### src/rtl/dispatch_allocator_pkg.sv
// Shared types for the dispatch allocator: station encoding, dispatch payload and
// the output-register state enum.
package dispatch_allocator_pkg;

  localparam int RS_NUM    = 4;
  // Widest ROB tag the payload can carry; narrower tags are zero-extended.
  localparam int MAX_TAG_W = 8;

  typedef enum logic [1:0] {
    RS_ALU    = 2'b00,
    RS_BRANCH = 2'b01,
    RS_LDST   = 2'b10,
    RS_UPPER  = 2'b11
  } rs_station_e;

  typedef enum logic {
    ST_IDLE,
    ST_EMIT
  } emit_state_e;

  typedef struct packed {
    logic                 stationRequest;
    rs_station_e          rsStation;
    logic [1:0]           aluOp;
    logic [2:0]           immSrc;
    logic                 useImm;
    logic                 regWrite;
    logic                 memWrite;
    logic                 isJAL;
    logic                 isLUI;
    logic                 isAUIPC;
    logic                 isJALR;
    logic [MAX_TAG_W-1:0] robTag;
  } dispatch_payload_t;

  function automatic logic [RS_NUM-1:0] station_onehot(input rs_station_e s);
    logic [RS_NUM-1:0] r;
    r    = '0;
    r[s] = 1'b1;
    return r;
  endfunction

endpackage

### src/rtl/dispatch_allocator_rs_credit_counter.sv
// Free-entry counter for one reservation station: reserve on accept, release on
// rsFree, saturating at both ends, refilled by flush.
module rs_credit_counter #(
  parameter int DEPTH = 4,
  parameter int CW    = 3
) (
  input  logic          clk,
  input  logic          reset_n,
  input  logic          take,
  input  logic          rel,
  input  logic          flush,
  output logic [CW-1:0] credit
);

  localparam logic [CW-1:0] FULL = CW'(DEPTH);

  always_ff @(posedge clk or negedge reset_n) begin
    if (!reset_n) begin
      credit <= FULL;
    end else if (flush) begin
      credit <= FULL;
    end else if (take && !rel && credit != '0) begin
      credit <= credit - 1'b1;
    end else if (rel && !take && credit != FULL) begin
      credit <= credit + 1'b1;
    end
  end

endmodule

### src/rtl/dispatch_allocator.sv
// Dispatch allocator: credit-gated hand-off of decoded instructions to four
// reservation stations or the ROB bypass. Optional DISPATCH_STALL_STATS_EN adds stall counters.
module dispatch_allocator
  import dispatch_allocator_pkg::*;
#(
  parameter int RS_DEPTH = 4,
  parameter int TAG_W    = 4,
  localparam int CW      = $clog2(RS_DEPTH + 1)
) (
  input  logic                       clk,
  input  logic                       reset_n,
  input  logic                       decValid,
  output logic                       decReady,
  input  logic                       stationRequest,
  input  logic [1:0]                 RSstation,
  input  logic [1:0]                 aluOp,
  input  logic [2:0]                 immSrc,
  input  logic                       useImm,
  input  logic                       regWrite,
  input  logic                       memWrite,
  input  logic                       isJAL,
  input  logic                       isLUI,
  input  logic                       isAUIPC,
  input  logic                       isJALR,
  input  logic [TAG_W-1:0]           robTag,
  output logic [RS_NUM-1:0]          rsWe,
  output dispatch_payload_t          rsPayload,
  output logic                       bypValid,
  input  logic [RS_NUM-1:0]          rsFree,
  input  logic                       flush,
`ifdef DISPATCH_STALL_STATS_EN
  output logic [RS_NUM-1:0][31:0]    stallCount,
`endif
  output logic [RS_NUM-1:0][CW-1:0]  credit
);

  emit_state_e       state;
  dispatch_payload_t payload_next;
  logic [RS_NUM-1:0] sel;
  logic [RS_NUM-1:0] take;
  logic              accept;

  assign sel      = station_onehot(rs_station_e'(RSstation));
  assign decReady = !flush && (!stationRequest || credit[RSstation] != '0);
  assign accept   = decValid && decReady;
  // Credit is reserved in the acceptance cycle so back-to-back requests see it.
  assign take     = sel & {RS_NUM{accept && stationRequest}};

  always_comb begin
    payload_next                = '0;
    payload_next.stationRequest = stationRequest;
    payload_next.rsStation      = rs_station_e'(RSstation);
    payload_next.aluOp          = aluOp;
    payload_next.immSrc         = immSrc;
    payload_next.useImm         = useImm;
    payload_next.regWrite       = regWrite;
    payload_next.memWrite       = memWrite;
    payload_next.isJAL          = isJAL;
    payload_next.isLUI          = isLUI;
    payload_next.isAUIPC        = isAUIPC;
    payload_next.isJALR         = isJALR;
    payload_next.robTag         = MAX_TAG_W'(robTag);
  end

  for (genvar gi = 0; gi < RS_NUM; gi++) begin : g_credit
    rs_credit_counter #(
      .DEPTH (RS_DEPTH),
      .CW    (CW)
    ) u_credit (
      .clk     (clk),
      .reset_n (reset_n),
      .take    (take[gi]),
      .rel     (rsFree[gi]),
      .flush   (flush),
      .credit  (credit[gi])
    );
  end

  always_ff @(posedge clk or negedge reset_n) begin
    if (!reset_n) begin
      state     <= ST_IDLE;
      rsWe      <= '0;
      bypValid  <= 1'b0;
      rsPayload <= '0;
    end else if (flush) begin
      state    <= ST_IDLE;
      rsWe     <= '0;
      bypValid <= 1'b0;
    end else if (accept) begin
      state     <= ST_EMIT;
      rsWe      <= stationRequest ? sel : '0;
      bypValid  <= !stationRequest;
      rsPayload <= payload_next;
    end else begin
      case (state)
        // Outputs are already quiet in IDLE; only EMIT has a strobe to retire.
        ST_EMIT: begin
          state    <= ST_IDLE;
          rsWe     <= '0;
          bypValid <= 1'b0;
        end
        default: state <= ST_IDLE;
      endcase
    end
  end

`ifdef DISPATCH_STALL_STATS_EN
  for (genvar gi = 0; gi < RS_NUM; gi++) begin : g_stall
    always_ff @(posedge clk or negedge reset_n) begin
      if (!reset_n) begin
        stallCount[gi] <= '0;
      end else if (decValid && stationRequest && sel[gi] && credit[gi] == '0
                   && stallCount[gi] != '1) begin
        stallCount[gi] <= stallCount[gi] + 32'd1;
      end
    end
  end
`endif

endmodule

### config.mk
export PLATFORM = sky130hd
export DESIGN_NAME = dispatch_allocator
export DESIGN_NICKNAME = d
export VERILOG_FILES = /design/src/rtl/dispatch_allocator_pkg.sv /design/src/rtl/dispatch_allocator_rs_credit_counter.sv /design/src/rtl/dispatch_allocator.sv
export SDC_FILE = /design/constraint.sdc
export NUM_CORES = 1
export LEC_CHECK = 0
export CORE_MARGIN = 2
export CORE_UTILIZATION = 45
export DETAILED_ROUTE_END_ITERATION = 10
export DONT_BUFFER_PORTS = 1
export PLACE_DENSITY = 0.68
export SKIP_CTS_REPAIR_TIMING = 1
export SLEW_MARGIN = 20
export SYNTH_ARGS = -nofsm -noshare
export SYNTH_HDL_FRONTEND = slang
export SYNTH_SLANG_ARGS = --single-unit
### constraint.sdc
create_clock -name clk -period 4 [get_ports clk]
set_input_delay 0.6 -clock clk [delete_from_list [all_inputs] [get_ports clk]]
set_output_delay 0.6 -clock clk [all_outputs]
set_load 0.02 [all_outputs]
==> flow_summary.ini <==
[layout]
nFillCells = 399
final_nets = 211
drive_gt1_share_pct = 23.76
postLayoutCellArea_mm2 = 0.002111
insertedDiodeCount = 0
fin_cells = 233
area_delta_synth_final_pct = 6.570

[floorplan]
io-pin-count = 68
floorplan.die_area_mm2 = 0.004948
start_util_pct = 46.12
dieHeight_um = 70.35
die_w_um = 70.35
fp.coreArea_mm2 = 0.004294
rows = 24

[global_routing]
track_usage_pct = 18.25
antenna_found_initial = 0
grt_pass1_vias = 1538
grt_max_degree = 38
grt_pass1_wl_um = 7072
grt_overflow = 0

[worst_setup_path]
worst_r2r_path_depth = 6
reg2reg_from = g_credit[3].u_credit.credit[0]
crit_path_max_fanout = 6
worstSetupPathType = flop to flop
path_cells = o311ai_1 -> or2_1 -> nor2_1 -> fa_1 -> or3_1 -> a311o_1
worstPathRequired_ns = 4.21
cp.depth = 6
startpoint = g_credit[3].u_credit.credit[0]
end_kind = flop
critPathTopFamily = compound AO/OA/AOI/OAI gates
start_kind = flop
slowest_stage = dfrtp_1
slowest_delay_ns = 0.53
path_buf_inv = 0
arrival_ns = 2.74

[power]
ir_worst_vdd_v = 0.0002588
power.switching_mw = 0.2841
p_per_area_mw_per_mm2 = 418.3
p_int_mw = 0.5989
clkPwrFrac_pct = 28.6
p_leak_nw = 0.9273
comb_power_share_pct = 13.1
pwr-share-seq_pct = 58.3
switching_share_pct = 32.18

[synthesis]
synth_area_per_cell_um2 = 11.19
synth_seq_cells = 37
synth_most_common_cell = dfrtp_1
syn_inst = 177
synthTopCellsByCount = dfrtp_1, mux2_2, nor2_1
synth_edf_count = 0
syn_area_mm2 = 0.001981
ys_types = 49
synthTopCellsByArea = dfrtp_1, mux2_2, dfstp_2, fa_1, nor2_1
yosysTopAreaCell = dfrtp_1
yosysTopAreaCellShare_pct = 41.69
synth_ff_type = dfrtp_1
async_reset_ff_share_pct = 100.0
yosysWarningCount = 0
ys_seq_area_share_pct = 47.00

[timing]
finClkSkew_ns = 0.01109
period_minus_slack_ns = 2.530
worst_slew_pin_slew_ns = 0.4992
finalSetupViolations = 0
grt_setup_unrepaired = no
slew_viol_final = 0
relSlewSlack_pct = 66.46
period_share_pct = 63.25
tns_ns = 0
fmax_mhz = 395.2
hold_viol = 0

[clock_tree]
cts_buffers = 5
cts.sinks = 37
root_buffer = clkbuf_8
cts_tree = yes
htreeDepth = 2
clk_latency_ns = 0.29
clk_pin_slew_ns = 0.08
clock_path_buffers = 2

[detailed_routing]
initialDrtViolationCount = 83
viasPerCell = 6.013
detail-route-antenna-nets = 0
totalWireLength_um = 4338
wl_per_cell_um = 18.62
firstDrtPassIters = 4
vias = 1401
drc = 0

[place]
hpwl_um = 3181
dp_cells = 224
portBuffers = 0
gp_congestion = 0.8097
place_area_mm2 = 0.002008

[run_status]
status = complete, no violations

[run]
cap_violations = 0

[worst_hold_path]
hold_class = input port to asynchronous set/reset pin
==> per-stage QoR <==
step | setup slack (ns) | hold WS, ns | power (mW) | util, %
3_5_place_dp | 1.487 | 0.3053 | 0.6291 | 46.77
6_report | 1.470 | 0.1250 | 0.8830 | 49.16
2_1_floorplan | 1.596 | 0.3044 | 0.6070 | -
4_1_cts | 1.468 | -0.01245 | 0.8810 | 48.69
5_1_grt | 1.337 | 0.1190 | 0.9298 | 49.16
3_3_place_gp | 1.622 | 0.3051 | 0.6200 | 46.77
==> logic make-up (layout without fill, tap and decap cells) <==
logic type / count (synthesis) / after routing / share of synthesized area (%)
fa+ha+maj: 4 / 4 / 4.043
buf+inv: 16 / 17 / 4.169
simple gates: 57 / 57 / 16.42
other cells: 1 / 4 / 0.1893
flops: 37 / 37 / 47.00
compound gates: 34 / 34 / 13.14
xor+xnor: 4 / 4 / 1.769
mux: 24 / 24 / 13.27
==> power by group through the flow <==
stage	combinational, mW	clock, mW	sequential [mW]
CTS	0.108	0.257	0.516
detailed placement	0.108	0	0.521
finish	0.116	0.253	0.515
global route	0.131	0.277	0.522
floorplan	0.0970	0	0.510
global placement	0.100	0	0.520
==> cell usage in the layout (no fill, tap or decap), types with 4 or more instances in the layout <==
master / instances
conb_1: 4
dfrtp_1: 33
fa_1: 4
inv_1: 7
nor4_1: 4
mux2i_1: 6
a21oi_1: 6
nor2_1: 18
nand2_1: 6
nor3_1: 7
clkbuf_8: 5
dfstp_2: 4
mux2_2: 18
==> sequential cells by signal (all words and copies together) (netlist names) <==
name                      count
bypValid                      1
state                         1
rsPayload                    19
g_credit.u_credit.credit     12
rsWe                          4
==> final timing paths <==
| check | end | slack [ns] |
|---|---|---|
| setup / recovery | g_credit[3].u_credit.credit[2] | 1.47 |
| hold / removal | rsWe[0] | 0.13 |
| setup reg to reg | g_credit[3].u_credit.credit[2] | 1.47 |
| hold reg to reg | bypValid | 0.56 |
| max in group asynchronous | g_credit[3].u_credit.credit[1] | 3.69 |
| min in group clk | g_credit[0].u_credit.credit[1] | 0.36 |
==> final cells by class <==
type / count / area, µm² / share of cell area (%)
Multi-Input combinational cell: 127 / 978.4 / 46.35
Sequential cell: 37 / 930.9 / 44.10
Clock buffer: 6 / 72.57 / 3.438
Tap cell: 52 / 65.06 / 3.082
Timing Repair Buffer: 2 / 27.53 / 1.304
Inverter: 7 / 26.28 / 1.245
Clock inverter: 2 / 10.01 / 0.4742
==> metal layers <==
layer | up-vias | routed length [µm] | share of wire (%) | global-route usage [%]
met3 | 10 | 467 | 11 | 9.524
li1 | 635 | - | - | -
met4 | 0 | 84 | 1.9 | 6.624
met2 | 79 | 2198 | 51 | 31.34
met5 | - | 0 | 0 | 0
met1 | 677 | 1587 | 37 | 18.86
Note: power is estimated with default switching activity, not from simulation.
